**src/rtl/exp_sum_accum_pkg.sv**
```systemverilog
// Shared softmax definitions: FSM state encoding and Q16.16 format constants.
package exp_sum_accum_pkg;

    typedef enum logic [1:0] {
        IDLE  = 2'd0,
        ACCUM = 2'd1,
        HOLD  = 2'd2
    } state_t;

    localparam int          FRAC_BITS = 16;
    localparam logic [31:0] ONE_Q     = 32'h0001_0000;
    localparam logic [31:0] SAT_MAX   = 32'hFFFF_FFFF;

endpackage

```
**src/rtl/exp_sum_accum_sat_add.sv**
```systemverilog
// Combinational unsigned saturating adder; clamps to all-ones and flags overflow.
module sat_add_u #(
    parameter int DW = 32
) (
    input  logic [DW-1:0] a,
    input  logic [DW-1:0] b,
    output logic [DW-1:0] sum,
    output logic          ovf
);

    logic [DW:0] wide;

    assign wide = {1'b0, a} + {1'b0, b};
    assign ovf  = wide[DW];
    assign sum  = wide[DW] ? {DW{1'b1}} : wide[DW-1:0];

endmodule

```
**src/rtl/exp_sum_accum.sv**
```systemverilog
// Streaming saturating accumulator of softmax exponent terms feeding the log unit.
//   state | meaning
//   IDLE  | no partial sum held, ready for the first term of a vector
//   ACCUM | partial sum held in acc/cnt/ovf, adding terms until in_last
//   HOLD  | out_* presented with out_valid; a new vector may start on handshake
module exp_sum_accum
    import exp_sum_accum_pkg::*;
#(
    parameter int DW    = 32,
    parameter int CNT_W = 16
) (
    input  logic             clk,
    input  logic             rst_n,
    input  logic [DW-1:0]    in_data,
    input  logic             in_valid,
    input  logic             in_last,
    output logic             in_ready,
    output logic [DW-1:0]    out_sum,
    output logic [CNT_W-1:0] out_count,
    output logic             out_ovf,
    output logic             out_zero,
    output logic             out_valid,
    input  logic             out_ready
);

    state_t           state;
    logic [DW-1:0]    acc;
    logic [CNT_W-1:0] cnt;
    logic             ovf;

    logic             accept;
    logic             hs;
    logic [DW-1:0]    add_sum;
    logic             add_ovf;
    logic             acc_ovf;
    logic [CNT_W-1:0] cnt_inc;

    // Holding a result blocks new terms only while the log unit stalls.
    assign in_ready = (state == HOLD) ? out_ready : 1'b1;
    assign accept   = in_valid && in_ready;
    assign hs       = out_valid && out_ready;

    sat_add_u #(.DW(DW)) u_add (
        .a   (acc),
        .b   (in_data),
        .sum (add_sum),
        .ovf (add_ovf)
    );

    assign acc_ovf = ovf | add_ovf;
    assign cnt_inc = (cnt == {CNT_W{1'b1}}) ? cnt : cnt + CNT_W'(1);

    always_ff @(posedge clk or negedge rst_n) begin
        if (!rst_n) begin
            state     <= IDLE;
            acc       <= '0;
            cnt       <= '0;
            ovf       <= 1'b0;
            out_sum   <= '0;
            out_count <= '0;
            out_ovf   <= 1'b0;
            out_zero  <= 1'b0;
            out_valid <= 1'b0;
        end else begin
            if (hs) begin
                out_valid <= 1'b0;
            end
            case (state)
                // In HOLD an accept implies the handshake, so both states start a vector alike.
                IDLE, HOLD: begin
                    if (accept) begin
                        if (in_last) begin
                            out_sum   <= in_data;
                            out_count <= CNT_W'(1);
                            out_ovf   <= 1'b0;
                            out_zero  <= (in_data == '0);
                            out_valid <= 1'b1;
                            state     <= HOLD;
                        end else begin
                            acc   <= in_data;
                            cnt   <= CNT_W'(1);
                            ovf   <= 1'b0;
                            state <= ACCUM;
                        end
                    end else if (hs) begin
                        state <= IDLE;
                    end
                end
                ACCUM: begin
                    if (accept) begin
                        acc <= add_sum;
                        cnt <= cnt_inc;
                        ovf <= acc_ovf;
                        if (in_last) begin
                            out_sum   <= add_sum;
                            out_count <= cnt_inc;
                            out_ovf   <= acc_ovf;
                            out_zero  <= (add_sum == '0);
                            out_valid <= 1'b1;
                            state     <= HOLD;
                        end
                    end
                end
                default: state <= IDLE;
            endcase
        end
    end

endmodule

```
**config.mk**
```make
export PLATFORM = sky130hd
export DESIGN_NAME = exp_sum_accum
export DESIGN_NICKNAME = d
export VERILOG_FILES = /design/src/rtl/exp_sum_accum_pkg.sv /design/src/rtl/exp_sum_accum_sat_add.sv /design/src/rtl/exp_sum_accum.sv
export SDC_FILE = /design/constraint.sdc
export NUM_CORES = 1
export LEC_CHECK = 0
export CORE_UTILIZATION = 60
export DETAILED_ROUTE_END_ITERATION = 6
export PLACE_DENSITY = 0.87
export SYNTH_ARGS = -nofsm -noshare
export SYNTH_HDL_FRONTEND = slang
export SYNTH_SLANG_ARGS = --single-unit
```
**constraint.sdc**
```tcl
create_clock -name clk -period 5.2 [get_ports clk]
set_input_delay 1.04 -clock clk [delete_from_list [all_inputs] [get_ports clk]]
set_output_delay 1.04 -clock clk [all_outputs]
set_load 0.1 [all_outputs]
```
==> results.yml, run 1 <==
synthesis:
  yosysSeqAreaShare: 0.394
  syn_inst: 772
  yosysWarnings: 0
  ys_ff_latch: 102
  async_reset_ff_frac: 1.00
  syn_area_mm2: 0.00648
  synth_nets: 843
  synthDistinctLibCells: 62
  syn_area_per_cell_um2: 8.40
  synth_flop_cell: "dfrtp_1"
  synth-edff-count: 0
place:
  dp_slack_ns: 0.697
  io_buffer_count: 88
  gp_congestion: 0.980
  dp.final_hpwl_mm: 13.6
finish:
  final_common_cell: "nand2_1"
  n_antenna_cell: 0
  fillers: 801
  seqCellArea_mm2: 0.00255
  final_nets: 912
  multi_input_area_mm2: 0.00374
  final_cell_mix: "nand2_1 (156), o21ai_0 (103), dfrtp_1 (102), clkdlybuf4s50_1 (87), a21oi_1 (60)"
  drive_above_1_share: 0.0567
  area_delta_synth_final_pct: 18.1
drt:
  wl_met3_mm: 1.28
  wire_per_inst_um: 18.8
  top_layer: "met4"
  wl_met1_mm: 8.32
  viasPerCell: 6.36
  dr_wl_met2_mm: 8.36
  drt_iter0_drc: 414
  ant_nets: 0
  first_pass_iters: 5
  vias: 6244
  drcViolationCount: 0
  wirelength_mm: 18.4
floorplan:
  fp.dieW_um: 106
  rows: 37
  ios: 89
  die_area_mm2: 0.0112
  start_util: 0.622
  core_mm2: 0.0104
  fp.dieH_um: 106
clock_network:
  cts_sinks: 102
  numCtsBuffers: 9
  hold_buffers: 0
  cts.clk_slew.worst_paths_ns: 0.10
  cts_tree: "built"
  clkLatencyLatePin_ns: 0.40
  htreeDepth: 3
  cts-root-buf: "clkbuf_8"
  cts-resized-gates: 0
  clock_path_buffers: 2
  cts_setup_buffers: 0
global_route:
  gr-usage-all-layers: 0.348
  grt_pass1_vias: 6184
  grt_pass1_wl_mm: 30.6
  grt_max_degree: 66
  antenna_found_initial: 0
  overflow: 0
critical_path:
  cp-start-kind: "input port"
  worst_path_most_repeated_cell: "nand4b_1"
  criticalPathCategory: "input port to register"
  crit_path_cell_trace: "clkdlybuf4s50_1 > ha_1 > fa_1 > a211oi_1 > o21ai_0 > xor2_1 > nand4b_1 > a2111oi_0 > nand4_1 > nor4_1 > nand4b_1 > o31ai_2"
  worstPathMaxFanout: 4
  critPathRequiredTime_ns: 5.52
  critPathSlowestCell: "a2111oi_0"
  max_stage_delay_ns: 0.60
  worstPathArrival_ns: 4.51
  worstSetupEndpointType: "register"
timing:
  skew_ns: 0.0129
  rsz0062_at_grt: "no"
  finalCritPeriodShare: 0.807
  slew_headroom: 0.327
  tightest_slew_ns: 1.01
  final.min_clock_period_ns: 4.20
  fmax_mhz: 238
  slew_viol_final: 0
  setup_viol: 0
  setup_tns_ns: 0
  timing.final.ws_setup_ns: 1.00
  hold_viol: 0
pwr:
  power_leakage_nw: 3.30
  ir_worst_vdd_mv: 0.363
  p_per_area_mw_per_mm2: 492
worst_hold_path:
  hold_class: "register to register"
flow_run:
  cap_violations: 0
status:
  outcome: "completed"
==> layer usage <==
metal | vias to the layer above | track usage
li1 | 2950 | -
met4 | 0 | 0.144
met1 | 2992 | 0.476
met3 | 45 | 0.0742
met5 | - | 0
met2 | 257 | 0.537
==> critical path: cells and delay by family <==
family	cells	cell delay, ns
adders and majority gates	2	0.68
xor gates and xnor gates	1	0.21
AOI/OAI and AO/OA	4	1.33
buffers and inverters	1	0.46
and+or+nand+nor	4	0.79
==> cell usage after synthesis, types with 8 or more instances <==
cell	n	area, µm²
a211oi_1	9	67.6
a21o_1	15	113
a21oi_1	60	300
a31oi_1	15	93.8
and3_1	8	50.1
clkbuf_1	32	120
dfrtp_1	102	2550
ha_1	33	413
inv_1	12	45.0
mux2_2	11	124
nand2_1	156	586
nand3_1	19	95.1
nand4_1	13	81.3
nor2_1	34	128
nor3_1	8	40.0
nor4_1	11	68.8
o21ai_0	103	515
o31ai_1	8	60.1
xnor2_1	24	210
xor2_1	17	149
==> final timing paths <==
path,startpoint,endpoint,slack (ns),depth (start not counted)
setup / recovery,in_data[0],out_zero,1.00,12
hold / removal,out_count[1],out_count[1],0.49,2
setup reg to reg,acc[0],out_zero,1.75,11
hold reg to reg,out_count[1],out_count[1],0.49,2
max in group asynchronous,rst_n,acc[5],3.48,2
min in group asynchronous,rst_n,acc[14],0.72,1
==> through the flow <==
step                cell area [µm²]  power (mW)  hold slack (ns)  cells  utilization
floorplan                      6480        2.67            0.450    772            -
global placement               7450        3.19            0.461    966        0.715
detailed placement             7450        3.21            0.468    966        0.715
CTS                            7660        3.75            0.490    982        0.735
global route                   7660        3.96            0.524    982        0.735
finish                         7660        3.77            0.485    982        0.735
==> cell type report <==
| class | instances | share of cell area |
|---|---|---|
| clock buffers | 12 | 0.0203 |
| multi-input cells | 620 | 0.489 |
| inverters | 12 | 0.00588 |
| well taps | 136 | 0.0222 |
| flip-flops and latches | 102 | 0.333 |
| clock inverters | 4 | 0.00686 |
| repair buffers | 96 | 0.123 |
==> state kept, by name, summed over array words and instances, names as in the netlist <==
name,flops
acc,32
ovf,1
out_ovf,1
out_zero,1
state,2
cnt,16
out_count,16
out_valid,1
out_sum,32
==> power breakdown <==
group          leakage, nW  switching [mW]  internal (mW)
registers             1.30           0.110          0.960
logic                 1.89            1.51          0.644
clock network        0.107           0.286          0.252
==> cell families after synthesis <==
family | share of synthesized area
xor+xnor | 0.0554
mux | 0.0207
fa+ha+maj | 0.0668
buf+inv | 0.0309
simple gates | 0.188
compound gates | 0.244
flops | 0.394
No activity file was read; power rests on OpenSTA's default activity.
==> run 2, diff against run 1 <==
- CORE_UTILIZATION: 60 -> 56
- PLACE_DENSITY: 0.87 -> 0.82
- clock period: 5.2 -> 3.95 ns (I/O delays scaled with it)
==> run 2 against run 1 <==
  * Routed wire length increased by 5.4%
  * Via count increased by 1.4%
  * Total power increased by 43%
  * Final cell count increased by 5.1%
  * Combinational power increased by 44%
  * Die area increased by 7.0%
  * Core utilization decreased by 0.45 points
  * Clock skew decreased by 0.0014 ns
  * Count of clock-buffer cells in the layout decreased by 1
  * Non-clock buffer count increased by 46
  * Sequential share of layout area decreased by 1.8 points
==> results.yml, run 2 (synthesis gave the netlist of run 1 again) <==
timing:
  rsz0062_at_grt: "no"
  finalCritPeriodShare: 0.940
  fmax_mhz: 269
  final.min_clock_period_ns: 3.71
  skew_ns: 0.0115
  timing.final.ws_setup_ns: 0.239
  hold_viol: 0
  setup_viol: 0
  slew_viol_final: 0
  slew_headroom: 0.279
  tightest_slew_ns: 1.08
drt:
  drt_iter0_drc: 627
  wirelength_mm: 19.4
  ant_nets: 0
  wire_per_inst_um: 18.8
  vias: 6332
  drcViolationCount: 0
  first_pass_iters: 7
  viasPerCell: 6.14
floorplan:
  core_mm2: 0.0111
  fp.dieW_um: 110
  rows: 38
  ios: 89
  fp.dieH_um: 110
  start_util: 0.585
  die_area_mm2: 0.0120
worst_hold_path:
  hold_class: "register to register"
  whs_endpoint: "out_sum[23]"
  hp-start: "out_sum[23]"
  holdPathStages: 2
place:
  dp_slack_ns: -0.133
  gp_congestion: 0.925
  io_buffer_count: 88
  dp.final_hpwl_mm: 14.5
  place_area_mm2: 0.00781
pwr:
  p_comb_frac: 0.578
  internal_power_mw: 2.76
  ir_worst_vdd_mv: 0.621
  power_mw: 5.37
  switching_power_mw: 2.61
  p_per_area_mw_per_mm2: 664
  p_seq_frac: 0.263
  power_leakage_nw: 3.56
  p_sw_frac: 0.486
  p_clk_frac: 0.159
critical_path:
  r2r_slack_ns: 0.72
  critPathRequiredTime_ns: 4.23
  cp-start-kind: "input port"
  worstPathArrival_ns: 3.99
  worstPathMaxFanout: 3
  criticalPathCategory: "input port to register"
  r2r_end: "out_zero"
  reg2reg_from: "acc[0]"
  r2r.worst_path.cells: 11
  worstSetupEndpointType: "register"
global_route:
  grt_pass1_wl_mm: 31.3
  grt_max_degree: 66
  grt_pass1_vias: 6095
  overflow: 0
  antenna_found_initial: 0
  gr-usage-all-layers: 0.343
clock_network:
  cts_sinks: 102
  numCtsBuffers: 9
  clock_path_buffers: 2
  clkLatencyLatePin_ns: 0.36
  cts_tree: "built"
  cts-root-buf: "clkbuf_16"
  htreeDepth: 3
  cts.clk_slew.worst_paths_ns: 0.08
finish:
  drive_above_1_share: 0.109
  final_common_cell: "nand2_1"
  final_cell_mix: "nand2_1 (156), o21ai_0 (103), dfrtp_1 (102), clkdlybuf4s50_1 (86), a21oi_1 (60)"
  post-route-util: 0.731
  final_nets: 958
  n_antenna_cell: 0
  area_delta_synth_final_pct: 24.8
  stdcell_area_mm2: 0.00809
  largest_registers: "acc x32, out_sum x32"
status:
  outcome: "completed"
flow_run:
  cap_violations: 0
==> run 2: cell count changes in the layout (fill, tap and decap cells not counted), sizes merged <==
cell,before,now
bufinv,1,0
clkinv,1,3
clkdlybuf4s50,87,86
clkbuf,12,11
buf,9,56
==> run 2: timing repair <==
action,CTS,global route
hold buffers,0,0
resized for setup,0,1
setup endpoints to repair,0,1
setup buffers,0,0
==> run 2: critical path, cell delays in order <==
cell             delay [ns]
clkdlybuf4s50_1        0.43
ha_1                   0.24
fa_1                   0.39
a211oi_1               0.32
o21ai_0                0.20
xor2_1                 0.20
nand4b_1               0.21
a2111oi_0              0.50
nand4_1                0.20
nor4_2                 0.18
nand4b_1               0.14
o31ai_2                0.18
==> run 2: layout make-up <==
type                    count  area, µm²
repair buffers            142       1290
clock inverters             5       32.5
multi-input cells         620       3750
inverters                  12       45.0
clock buffers              11        243
well taps                 140        175
fillers                   883       2990
flip-flops and latches    102       2550
==> run 2: worst max-delay path by stage <==
| stage | start | end | slack (ns) | cells past startpoint |
|---|---|---|---|---|
| after floorplan | in_data[0] | out_zero | 0.70 | 11 |
| after global routing | in_data[0] | out_zero | 0.05 | 12 |
| final | in_data[0] | out_zero | 0.24 | 12 |
| after global placement | in_data[0] | out_zero | -0.08 | 12 |
| after CTS | in_data[0] | out_zero | 0.25 | 12 |
| after detailed placement | in_data[0] | out_zero | -0.13 | 12 |
==> run 2: per-layer routing <==
layer | up-vias | wire (µm) | GRT usage
li1 | 3029 | - | -
met1 | 3018 | 8810 | 0.478
met2 | 259 | 8920 | 0.537
met3 | 26 | 1410 | 0.0782
met4 | 0 | 285 | 0.0933
met5 | - | 0 | 0
==> run 2: stage by stage <==
step / hold WS [ns] / TNS [ns] / std cells
global placement: 0.460 / -0.0780 / 1016
finish: 0.482 / 0 / 1032
global route: 0.501 / 0 / 1032
detailed placement: 0.469 / -0.140 / 1016
CTS: 0.485 / 0 / 1032
floorplan: 0.450 / 0 / 772
==> run 2: power by group through the flow <==
stage	Clock (mW)	Sequential (mW)	Combinational (mW)
2_1_floorplan	0	2.18	1.34
3_3_place_gp	0	1.42	3.03
3_5_place_dp	0	1.43	3.05
4_1_cts	0.861	1.41	3.07
5_1_grt	0.897	1.44	3.32
6_report	0.853	1.41	3.11
